<file path="src/rtl/tlc_phase_scheduler_if.sv">
// Request/lamp bundle for tlc_phase_scheduler.
// Defining TLC_PED_EN adds the pedestrian PED request and WALK lamp.
interface tlc_phase_scheduler_if;
  logic       FM;
  logic       TEST;
  logic       REQ1;
  logic       REQ2;
  logic       GRN1;
  logic       YLW1;
  logic       RED1;
  logic       GRN2;
  logic       YLW2;
  logic       RED2;
  logic [2:0] PHASE;
`ifdef TLC_PED_EN
  logic       PED;
  logic       WALK;
`endif

  // master: intersection side (sensors, mode switches); slave: the scheduler
  modport master (
`ifdef TLC_PED_EN
    output PED,
    input  WALK,
`endif
    output FM, TEST, REQ1, REQ2,
    input  GRN1, YLW1, RED1, GRN2, YLW2, RED2, PHASE
  );

  modport slave (
`ifdef TLC_PED_EN
    input  PED,
    output WALK,
`endif
    input  FM, TEST, REQ1, REQ2,
    output GRN1, YLW1, RED1, GRN2, YLW2, RED2, PHASE
  );
endinterface

</file>
<file path="src/rtl/tlc_phase_scheduler.sv">
// Two-road traffic-light phase scheduler: G -> Y -> all-red per road, min/max green arbitration.
// Optional pedestrian extension of the all-red phase is enabled with `define TLC_PED_EN.
module tlc_phase_scheduler #(
  parameter int CW       = 6,
  parameter int GMIN     = 8,
  parameter int GMAX     = 32,
  parameter int YLW_T    = 4,
  parameter int ALLRED_T = 2
`ifdef TLC_PED_EN
  ,
  parameter int PED_T    = 6
`endif
) (
  input  logic                  CK,
  input  logic                  CLR,
  tlc_phase_scheduler_if.slave  bus
);

  // Two extra bits so durations of 2^CW and all-red+walk sums fit
  localparam int DW = CW + 2;
  typedef logic [DW-1:0] dur_t;

  typedef enum logic [2:0] {
    G1  = 3'd0,
    Y1  = 3'd1,
    AR1 = 3'd2,
    G2  = 3'd3,
    Y2  = 3'd4,
    AR2 = 3'd5
  } state_t;

  state_t        state_reg, state_next;
  logic [CW-1:0] timer_reg, timer_next;
  logic          pend1_reg, pend1_next;
  logic          pend2_reg, pend2_next;
  logic [5:0]    lamp_reg, lamp_next;
  logic          state_change;

  dur_t gmin_eff, gmax_eff, ylw_eff, allred_eff, clear_eff, elapsed;

  function automatic dur_t eff_dur(input int d, input logic fm, input logic test);
    dur_t full;
    dur_t quarter;
    full    = dur_t'(d);
    quarter = full >> 2;
    if (test)
      eff_dur = dur_t'(1);
    else if (fm)
      eff_dur = (quarter == '0) ? dur_t'(1) : quarter;
    else
      eff_dur = full;
  endfunction

  // Lamp order {GRN1, YLW1, RED1, GRN2, YLW2, RED2}
  function automatic logic [5:0] lamps_of(input state_t s);
    case (s)
      G1:      lamps_of = 6'b100_001;
      Y1:      lamps_of = 6'b010_001;
      G2:      lamps_of = 6'b001_100;
      Y2:      lamps_of = 6'b001_010;
      default: lamps_of = 6'b001_001;
    endcase
  endfunction

  assign gmin_eff   = eff_dur(GMIN, bus.FM, bus.TEST);
  assign gmax_eff   = eff_dur(GMAX, bus.FM, bus.TEST);
  assign ylw_eff    = eff_dur(YLW_T, bus.FM, bus.TEST);
  assign allred_eff = eff_dur(ALLRED_T, bus.FM, bus.TEST);

  // Cycles spent in the state including this one; ">=" keeps a phase from
  // sticking if FM/TEST shorten the duration after the timer has passed it.
  assign elapsed = dur_t'(timer_reg) + dur_t'(1);

  always_comb begin
    state_next = state_reg;
    case (state_reg)
      G1: begin
        if (bus.TEST || (pend2_reg && (bus.REQ1 ? (elapsed >= gmax_eff)
                                                : (elapsed >= gmin_eff))))
          state_next = Y1;
      end
      Y1:  if (elapsed >= ylw_eff)   state_next = AR1;
      AR1: if (elapsed >= clear_eff) state_next = G2;
      G2: begin
        if (bus.TEST || (pend1_reg && (bus.REQ2 ? (elapsed >= gmax_eff)
                                                : (elapsed >= gmin_eff))))
          state_next = Y2;
      end
      Y2:  if (elapsed >= ylw_eff)   state_next = AR2;
      AR2: if (elapsed >= clear_eff) state_next = G1;
      default: state_next = AR2;
    endcase
  end

  assign state_change = (state_next != state_reg);

  always_comb begin
    timer_next = timer_reg;
    if (state_change)
      timer_next = '0;
    else if (timer_reg != '1)
      timer_next = timer_reg + CW'(1);

    // Entry into a green serves that road, so the clear beats a same-edge request
    pend1_next = (state_change && state_next == G1) ? 1'b0 : (pend1_reg | bus.REQ1);
    pend2_next = (state_change && state_next == G2) ? 1'b0 : (pend2_reg | bus.REQ2);
    lamp_next  = lamps_of(state_next);
  end

  always_ff @(posedge CK or posedge CLR) begin
    if (CLR) begin
      state_reg <= AR2;
      timer_reg <= '0;
      pend1_reg <= 1'b0;
      pend2_reg <= 1'b0;
      lamp_reg  <= 6'b001_001;
    end else begin
      state_reg <= state_next;
      timer_reg <= timer_next;
      pend1_reg <= pend1_next;
      pend2_reg <= pend2_next;
      lamp_reg  <= lamp_next;
    end
  end

`ifdef TLC_PED_EN
  logic ped_pend_reg, ped_pend_next;
  logic ped_ext_reg, ped_ext_next;
  logic walk_reg, walk_next;
  dur_t ped_eff;

  assign ped_eff   = eff_dur(PED_T, bus.FM, bus.TEST);
  assign clear_eff = allred_eff + (ped_ext_reg ? ped_eff : dur_t'(0));

  always_comb begin
    ped_ext_next = ped_ext_reg;
    // Extension is decided once, on entry into an all-red phase
    if (state_change)
      ped_ext_next = ped_pend_reg && (state_next == AR1 || state_next == AR2);
    walk_next     = ped_ext_next && (dur_t'(timer_next) >= allred_eff);
    ped_pend_next = (walk_next && !walk_reg) ? 1'b0 : (ped_pend_reg | bus.PED);
  end

  always_ff @(posedge CK or posedge CLR) begin
    if (CLR) begin
      ped_pend_reg <= 1'b0;
      ped_ext_reg  <= 1'b0;
      walk_reg     <= 1'b0;
    end else begin
      ped_pend_reg <= ped_pend_next;
      ped_ext_reg  <= ped_ext_next;
      walk_reg     <= walk_next;
    end
  end

  assign bus.WALK = walk_reg;
`else
  assign clear_eff = allred_eff;
`endif

  assign bus.PHASE = state_reg;
  assign {bus.GRN1, bus.YLW1, bus.RED1, bus.GRN2, bus.YLW2, bus.RED2} = lamp_reg;

endmodule

</file>
<file path="src/flat_wrapper.sv">
// flat-port wrapper written by rule: the top's interface ports become plain ports
module tlc_phase_scheduler_flat 
#(
  parameter int CW       = 6,
  parameter int GMIN     = 8,
  parameter int GMAX     = 32,
  parameter int YLW_T    = 4,
  parameter int ALLRED_T = 2

)
  (CK, CLR, bus_FM, bus_TEST, bus_REQ1, bus_REQ2, bus_GRN1, bus_YLW1, bus_RED1, bus_GRN2, bus_YLW2, bus_RED2, bus_PHASE);
  tlc_phase_scheduler_if bus_i ();
  input  logic CK;
  input  logic CLR;
  input wire logic [$bits(bus_i.FM)-1:0] bus_FM;
  input wire logic [$bits(bus_i.TEST)-1:0] bus_TEST;
  input wire logic [$bits(bus_i.REQ1)-1:0] bus_REQ1;
  input wire logic [$bits(bus_i.REQ2)-1:0] bus_REQ2;
  output wire logic [$bits(bus_i.GRN1)-1:0] bus_GRN1;
  output wire logic [$bits(bus_i.YLW1)-1:0] bus_YLW1;
  output wire logic [$bits(bus_i.RED1)-1:0] bus_RED1;
  output wire logic [$bits(bus_i.GRN2)-1:0] bus_GRN2;
  output wire logic [$bits(bus_i.YLW2)-1:0] bus_YLW2;
  output wire logic [$bits(bus_i.RED2)-1:0] bus_RED2;
  output wire logic [$bits(bus_i.PHASE)-1:0] bus_PHASE;
  assign bus_i.FM = bus_FM;
  assign bus_i.TEST = bus_TEST;
  assign bus_i.REQ1 = bus_REQ1;
  assign bus_i.REQ2 = bus_REQ2;
  assign bus_GRN1 = bus_i.GRN1;
  assign bus_YLW1 = bus_i.YLW1;
  assign bus_RED1 = bus_i.RED1;
  assign bus_GRN2 = bus_i.GRN2;
  assign bus_YLW2 = bus_i.YLW2;
  assign bus_RED2 = bus_i.RED2;
  assign bus_PHASE = bus_i.PHASE;
  tlc_phase_scheduler #(.CW(CW), .GMIN(GMIN), .GMAX(GMAX), .YLW_T(YLW_T), .ALLRED_T(ALLRED_T)) u_core (.CK(CK), .CLR(CLR), .bus(bus_i));
endmodule
</file>
<file path="config.mk">
export PLATFORM = sky130hd
export DESIGN_NAME = tlc_phase_scheduler_flat
export DESIGN_NICKNAME = d
export VERILOG_FILES = /design/src/rtl/tlc_phase_scheduler_if.sv /design/src/rtl/tlc_phase_scheduler.sv /design/src/flat_wrapper.sv
export SDC_FILE = /design/constraint.sdc
export NUM_CORES = 1
export LEC_CHECK = 0
export CORE_ASPECT_RATIO = 0.7
export CORE_MARGIN = 2
export CORE_UTILIZATION = 25
export CTS_CLUSTER_DIAMETER = 120
export DETAILED_ROUTE_END_ITERATION = 8
export GPL_TIMING_DRIVEN = 1
export PLACE_DENSITY = 0.52
export SLEW_MARGIN = 20
export SYNTH_ARGS = -nofsm -noshare
export SYNTH_HDL_FRONTEND = slang
export SYNTH_SLANG_ARGS = --single-unit
</file>
<file path="constraint.sdc">
create_clock -name CK -period 6.6 [get_ports CK]
set_input_delay 0.99 -clock CK [delete_from_list [all_inputs] [get_ports CK]]
set_output_delay 0.99 -clock CK [all_outputs]
set_load 0.01 [all_outputs]
</file>
# [Yosys cells after proc, flatten, opt, wreduce, memory -nomap -nowiden]
# Cells that the tools add are included.
[totals] input_bits=6 register_bits=17 output_inout_bits=9
[classes] n_eq_ne=10 n_addsub=2 n_bitwise=2 order_cmp=4 reduce_logical=9 mux=22
[ops] op="$ge A8 B8 Y1" count=4
[ops] op="$mux W8" count=4
[ops] op="$pmux W6 S4" count=1
[ops] op="$mux W3" count=7
[ops] op="$mux W6" count=3
[ops] op="$pmux W3 S6" count=1
[ops] op="$eq A3 B2 Y1 const B" count=3
[ops] op="$eq A3 B3 Y1 const B" count=3
[ops] op="$add A6 B1 Y7 const B" count=1
[ops] op="$add A6 B1 Y6 const B" count=1
[ops] op="$eq A3 B1 Y1 const B" count=2
[ops] op="$logic_not A3 Y1" count=2
[ops] op="$ne A6 B6 Y1 const B" count=1
[ops] op="$logic_and A1 B1 Y1" count=4
[ops] op="$mux W1" count=4
[ops] op="$mux W4" count=1
[ops] op="$ne A3 B3 Y1" count=1
[ops] op="$logic_or A1 B1 Y1" count=2
[ops] op="$mux W2" count=1
[ops] op="$or A1 B1 Y1" count=2
[ops] op="$reduce_bool A2 Y1" count=1

# [Logic depth before layout (Yosys ltp)]
# Gate-level depths: netlist of the first run.
[logic_depth] word_depth=11 mapped_depth=9

# [Least setup slack after synthesis of the first run]
# No wires, ideal clock.
[synth_timing] path_kind="input -> register" from="input port bus_TEST" to="register u_core.lamp_reg[5]" t_arrival_ns=3.001 setup_time_ns=0.120 path_stages=8 path_slack_ns=3.479 path_cell_list="or2_2 > ha_1 > nand2b_1 > a211oi_4 > a31oi_4 > a221o_1 > and3_1 > and3b_1"
[synth_between] elab_chain_cells=9 elab_cells_between_ends=26
[synth_lines] element="from (decl)" line="flat_wrapper.sv:16" rtl="input wire logic [$bits(bus_i.TEST)-1:0] bus_TEST;"
[synth_lines] element="$mux W8" line="tlc_phase_scheduler.sv:46" rtl="if (test)"
[synth_lines] element="$ge A8 B8 Y1, on equally long branches"
[synth_lines] element="$mux W1, on equally long branches" line="tlc_phase_scheduler.sv:85, tlc_phase_scheduler.sv:78"
[synth_lines] element="$logic_and A1 B1 Y1, on equally long branches" line="tlc_phase_scheduler.sv:85, tlc_phase_scheduler.sv:78"
[synth_lines] element="$logic_or A1 B1 Y1, on equally long branches" line="tlc_phase_scheduler.sv:85, tlc_phase_scheduler.sv:78"
[synth_lines] element="$mux W3, on equally long branches" line="tlc_phase_scheduler.sv:85, tlc_phase_scheduler.sv:78"
[synth_lines] element="$pmux W3 S6 *" line="tlc_phase_scheduler.sv:76" rtl="case (state_reg)"
[synth_lines] element="$eq A3 B3 Y1, or another cell as far along" line="tlc_phase_scheduler.sv:56" rtl="case (s)"
[synth_lines] element="$pmux W6 S4 *" line="tlc_phase_scheduler.sv:56"
[synth_lines] element="net u_core.lamp_next[5]" line="tlc_phase_scheduler.sv:36" rtl="logic [5:0] lamp_reg, lamp_next;"
[synth_lines] element="to (signal assigned)" line="tlc_phase_scheduler.sv:122" rtl="lamp_reg <= lamp_next;"
[synth_lines] element="to (decl)" line="tlc_phase_scheduler.sv:36"
# The timed path passes the listed nets; every way through them passes the cells marked *.
# A chain may end at the register's enable or synchronous reset.

# [Worst setup path after layout of the first run]
# Ends and elaborated chain as after synthesis.

==> flow_metrics.py, run 1 <==
metrics = {
    "clock_tree": {
        "cts_made_buffers": 3,
        "cts-root-buf": "clkbuf_8",
        "cts_tree": "yes",
        "clock_path_buffers": 2,
        "ctsHtreeMaxLevel": 1,
        "insertion_delay_ps": 260,
        "post_cts_resized": 0,
        "cts.sink_count": 17,
        "postCtsSetupRepairBufs": 0,
        "hold_buffers": 0,
        "clkTransAtPathRegs_ps": 60,
    },
    "timing": {
        "final.setup.tns_ps": 0,
        "finalHoldViolations": 0,
        "worstMarginPinSlew_ps": 631,
        "maxSlewHeadroom_pct": 57.9,
        "setup_ws_ps": 2860,
        "fmax_ghz": 0.268,
        "fin_crit_ps": 3740,
        "worst_clock_skew_ps": 2.73,
        "fin_crit_sh_pct": 56.6,
        "setup-violations-final": 0,
        "drv_slew": 0,
        "rsz0062_at_grt": "false",
    },
    "global_routing": {
        "grt_remaining_overflow": 0,
        "met1_usage_pct": 15.8,
        "grt.met3_usage_pct": 1.15,
        "grt_use_met2_pct": 17.3,
        "grt_usage_pct": 11.2,
        "grt_pass1_vias": 1050,
        "grt_pass1_wl_mm": 5.26,
        "grt_max_degree": 18,
        "antenna_found_initial": 0,
        "busiest_layer": "met2",
    },
    "setup_path": {
        "crit_path_end_kind": "register",
        "cp.buffers_inverters": 1,
        "critPathTopFamily": "simple AND/OR/NAND/NOR gates",
        "worstPathCellList": "clkdlybuf4s50_1 > or2_2 > ha_1 > nand2b_1 > a211oi_4 > a31oi_4 > a221o_1 > and3_1 > and3b_1",
        "cp_max_fo": 9,
        "path_class": "primary input to register",
        "cp_data_required_time_ps": 6750,
        "start_kind": "primary input",
        "slowest_stage": "clkdlybuf4s50_1",
        "worstPathArrival_ps": 3880,
        "crit_path_max_incr_delay_ps": 600,
    },
    "min_path": {
        "hp-class": "register to register",
    },
    "synth": {
        "synthCells": 132,
        "synth_most_common_cell": "dfrtp_1",
        "synth_top_area_cell": "dfrtp_1",
        "syn_nets": 145,
        "ys_warn_count": 0,
        "synth-compound-area-share_pct": 27.1,
        "syn_area_per_cell_sq_um": 10.1,
        "yosys-top-cells-area": "dfrtp_1, dfstp_2, ha_1",
        "postSynth.asyncResetShare_pct": 100,
        "synth_edf_count": 0,
        "yosysUniqueCellTypes": 54,
        "ys_top_cells_by_count": "dfrtp_1, nor2_1, nor3_1",
        "synth-seq-cells": 17,
        "synthXorXnorAreaFrac_pct": 5.06,
        "ys.flop_type": "dfrtp_1",
        "synth_top_area_share_pct": 24.4,
        "synth_mux_area_share_pct": 0.750,
        "synthAdderAreaFrac_pct": 7.31,
        "yosysSeqAreaShare_pct": 32.2,
        "synthSimpleGateAreaFrac_pct": 23.2,
        "syn_area_sq_um": 1340,
        "synth_top_family_by_area": "compound AO/OA/AOI/OAI gates",
    },
    "pwr": {
        "p_sw_mw": 0.302,
        "peakVddDrop_v": 0.000102,
        "pwr-share-comb_pct": 58.8,
        "seqPwrFrac_pct": 29.9,
        "power_density_nw_per_um2": 436,
        "p_clk_share_pct": 11.3,
        "power.internal_mw": 0.382,
        "sw_frac_of_total_pct": 44.1,
        "p_leak_nw": 0.604,
    },
    "route": {
        "vias": 1090,
        "viasPerCell": 5.02,
        "dr.pass1.iters": 4,
        "drc": 0,
        "wirelength_mm": 3.02,
        "drt_iter0_drc": 196,
        "route.detailed.wl_per_inst_um": 13.9,
        "antenna_left": 0,
    },
    "placement": {
        "hpwl_mm": 2.32,
        "port-buffer-count": 14,
        "pre_cts_slack_ps": 2610,
        "gp_congestion": 0.879,
    },
    "floorplanning": {
        "die_area_sq_um": 5950,
        "die_h_um": 65.1,
        "die_w_um": 91.3,
        "io_pins": 15,
        "core_area_sq_um": 5200,
        "rows": 22,
        "initial_core_util_pct": 25.7,
    },
    "layout": {
        "diodes": 0,
        "area_delta_synth_final_pct": 17.5,
        "drive_gt1_share_pct": 18.6,
        "nNetsFinal": 159,
    },
    "flow_run": {
        "cap_violations": 0,
    },
    "outcome": {
        "status": "finished clean",
    },
}
per-stage QoR:
step / instance area [sq um] / total power [mW] / util, % / hold slack (ps) / instances
floorplan: 1340 / 0.499 / - / 492 / 132
global placement: 1520 / 0.608 / 29.3 / 555 / 213
detailed placement: 1520 / 0.608 / 29.3 / 528 / 213
CTS: 1570 / 0.687 / 30.2 / 555 / 217
global route: 1570 / 0.745 / 30.2 / 592 / 217
finish: 1570 / 0.685 / 30.2 / 573 / 217
path summary, 6_finish.rpt:
check,start,endpoint,slack (ps),depth (start not counted)
max,bus_TEST,u_core.lamp_reg[5],2860,9
min,u_core.pend2_reg,u_core.pend2_reg,570,2
max reg2reg,u_core.timer_reg[0],u_core.timer_reg[4],3920,8
min reg2reg,u_core.pend2_reg,u_core.pend2_reg,570,2
max in group asynchronous,CLR,u_core.lamp_reg[1],5080,2
min in group asynchronous,CLR,u_core.timer_reg[0],1110,2
power groups by stage:
stage	clock [mW]	sequential [mW]	combinational, mW
after floorplan	0	0.186	0.313
after global placement	0	0.205	0.403
after detailed placement	0	0.206	0.402
after CTS	0.0795	0.205	0.403
after global routing	0.0825	0.214	0.449
final	0.0777	0.205	0.403
worst min-delay path, cell delays in order, from the launching register on:
cell and delay (ps):
dfrtp_1 380, nor2_1 60, nor2_1 90
cells by family after synthesis:
logic type / count (synthesis)
multiplexers: 1
XOR/XNOR: 6
buffers and inverters: 9
AND/OR/NAND/NOR: 54
AO/OA/AOI/OAI: 37
adder cells (fa/ha/maj): 8
flip-flops: 17
per-layer routing:
layer | part of all wire [%] | vias to the layer above
met4 | 1.9 | 0
met1 | 46 | 512
li1 | - | 525
met5 | 0 | -
met2 | 45 | 48
met3 | 6.6 | 5
cells in the final DEF, fill, tap and decap left out, types with 2 or more instances in the layout:
master and instances:
o31ai_1 4, or3_1 2, dfstp_2 4, nor3b_1 2, xor2_2 2, a21oi_1 3, o211ai_1 2, dfrtp_1 13
nor3_1 8, a31oi_4 2, clkbuf_8 3, a31oi_1 2, nand2_1 7, xor2_1 2, nand2b_1 6, and2_1 2
o21ai_1 2, nor2_1 10, and3_1 4, inv_1 4, ha_1 7, xnor2_1 2, a311oi_1 3, nand3_1 5
clkdlybuf4s50_1 14, o21ai_2 2
cell type report:
class / count / area [sq um]
inverters: 4 / 15.0
repair buffers: 14 / 140
fillers: 539 / 3630
flip-flops and latches: 17 / 430
multi-input cells: 106 / 847
clock buffers: 3 / 41.3
well taps: 72 / 90.1
clock inverters: 1 / 5.00
Note: power is estimated with default switching activity, not from simulation.
==> run 2: changes to the inputs <==
PLACE_DENSITY = 0.53   (was 0.52)
clock period = 3.4 ns   (was 6.6 ns; I/O delays follow)
==> flow_metrics.py, run 2 (same netlist as run 1, synthesis figures left out) <==
metrics = {
    "timing": {
        "fin_crit_ps": 2990,
        "rsz0062_at_grt": "false",
        "final.setup.tns_ps": 0,
        "timing.hold.ws_ps": 582,
        "drv_slew": 0,
        "fin_crit_sh_pct": 88.0,
        "maxSlewHeadroom_pct": 56.1,
        "fmax_ghz": 0.334,
        "worst_clock_skew_ps": 3.79,
        "setup-violations-final": 0,
        "worstMarginPinSlew_ps": 658,
        "finalHoldViolations": 0,
    },
    "route": {
        "viasPerCell": 5.05,
        "vias": 1100,
        "dr.pass1.iters": 4,
        "antenna_left": 0,
        "route.detailed.wl_per_inst_um": 14.6,
        "wirelength_mm": 3.17,
        "drt_iter0_drc": 112,
        "drc": 0,
    },
    "pwr": {
        "peakVddDrop_v": 0.000248,
        "power.internal_mw": 0.745,
        "p_sw_mw": 0.604,
        "pwr-share-comb_pct": 59.0,
        "p_clk_share_pct": 11.4,
        "seqPwrFrac_pct": 29.6,
        "power_density_nw_per_um2": 857,
        "p_leak_nw": 0.606,
        "sw_frac_of_total_pct": 44.8,
    },
    "layout": {
        "diodes": 0,
        "layout_commonest_cell": "clkdlybuf4s50_1",
        "drive_gt1_share_pct": 18.5,
        "fillers": 530,
        "nNetsFinal": 160,
        "area_delta_synth_final_pct": 18.0,
        "final_cell_mix": "clkdlybuf4s50_1, dfrtp_1, nor2_1",
    },
    "setup_path": {
        "crit_path_end_kind": "register",
        "cp_max_fo": 5,
        "slowest_stage": "a221o_1",
        "crit_path_max_incr_delay_ps": 440,
        "critPathTopFamily": "compound AO/OA/AOI/OAI gates",
        "worstPathArrival_ps": 3140,
        "cp.buffers_inverters": 1,
        "path_class": "primary input to register",
        "start_kind": "primary input",
        "cp_data_required_time_ps": 3550,
        "worstPathCellList": "clkdlybuf4s50_1 > or2_2 > ha_1 > nand2b_1 > a211oi_4 > a31oi_4 > a221o_1 > and3_1 > and3b_1",
    },
    "floorplanning": {
        "initial_core_util_pct": 25.7,
        "rows": 22,
        "die_h_um": 65.1,
        "die_area_sq_um": 5950,
        "core_area_sq_um": 5200,
        "io_pins": 15,
        "die_w_um": 91.3,
    },
    "clock_tree": {
        "clock_path_buffers": 2,
        "ctsHtreeMaxLevel": 1,
        "clkTransAtPathRegs_ps": 70,
        "cts.sink_count": 17,
        "cts_tree": "yes",
        "post_cts_resized": 0,
        "cts_made_buffers": 3,
        "postCtsSetupRepairBufs": 0,
        "insertion_delay_ps": 260,
        "cts-root-buf": "clkbuf_8",
        "hold_buffers": 0,
    },
    "placement": {
        "port-buffer-count": 14,
        "gp_congestion": 0.808,
        "hpwl_mm": 2.43,
    },
    "flow_run": {
        "cap_violations": 0,
    },
    "min_path": {
        "hp-class": "register to register",
    },
    "global_routing": {
        "grt_pass1_wl_mm": 5.56,
        "grt_usage_pct": 11.8,
        "grt_max_degree": 18,
        "antenna_found_initial": 0,
        "grt_pass1_vias": 1122,
        "grt_remaining_overflow": 0,
    },
    "outcome": {
        "status": "finished clean",
    },
}
[run 2: power by group through the flow]
stage / Combinational [mW] / Sequential [mW] / Clock [mW]
floorplan: 0.608 / 0.361 / 0
global placement: 0.786 / 0.395 / 0
detailed placement: 0.793 / 0.398 / 0
CTS: 0.797 / 0.396 / 0.158
global route: 0.880 / 0.410 / 0.166
finish: 0.797 / 0.399 / 0.154
[run 2: per-layer routing]
metal	global-route usage (%)	share of wire (%)
met1	17.2	51
met4	5.68	2.1
met3	1.83	5.9
met2	17.2	41
met5	0	0
[run 2: final timing paths]
path,start,to,slack (ps),cells past startpoint
max in group asynchronous,CLR,u_core.lamp_reg[2],2330,2
worst max register to register,u_core.timer_reg[0],u_core.timer_reg[1],640,7
worst max-delay path,bus_TEST,u_core.lamp_reg[5],410,9
min in group asynchronous,CLR,u_core.timer_reg[5],640,2
worst min register to register,u_core.pend1_reg,u_core.pend1_reg,580,2
worst min-delay path,u_core.pend1_reg,u_core.pend1_reg,580,2
[run 2: area by class of cell]
| type | instances | area [sq um] | area share, % |
|---|---|---|---|
| clock buffers | 4 | 45.0 | 2.86 |
| inverters | 4 | 15.0 | 0.953 |
| multi-input cells | 106 | 847 | 53.8 |
| flip-flops and latches | 17 | 430 | 27.3 |
| well taps | 72 | 90.1 | 5.72 |
| repair buffers | 15 | 148 | 9.37 |
[run 2: stage by stage]
step	setup WS (ps)	power [mW]	utilization, %	area, sq um	cells
final	408	1.35	30.3	1580	218
after global routing	261	1.46	30.3	1580	218
after CTS	398	1.35	30.3	1580	218
after detailed placement	124	1.19	29.4	1530	214
after global placement	188	1.18	29.4	1530	214
after floorplan	759	0.969	-	1340	132
[run 2: worst register-to-register path, stage by stage, from the launching register on]
cell,delay (ps)
dfrtp_1,490
ha_1,440
ha_1,330
a211o_1,270
maj3_1,460
o22ai_1,270
nor3_2,150
nor4b_2,270
==> run 3: changes to the inputs <==
TNS_END_PERCENT = 20   (was default)
==> results of run 3 <==
No change in the layout: final DEF, timing and power equal those of run 2.
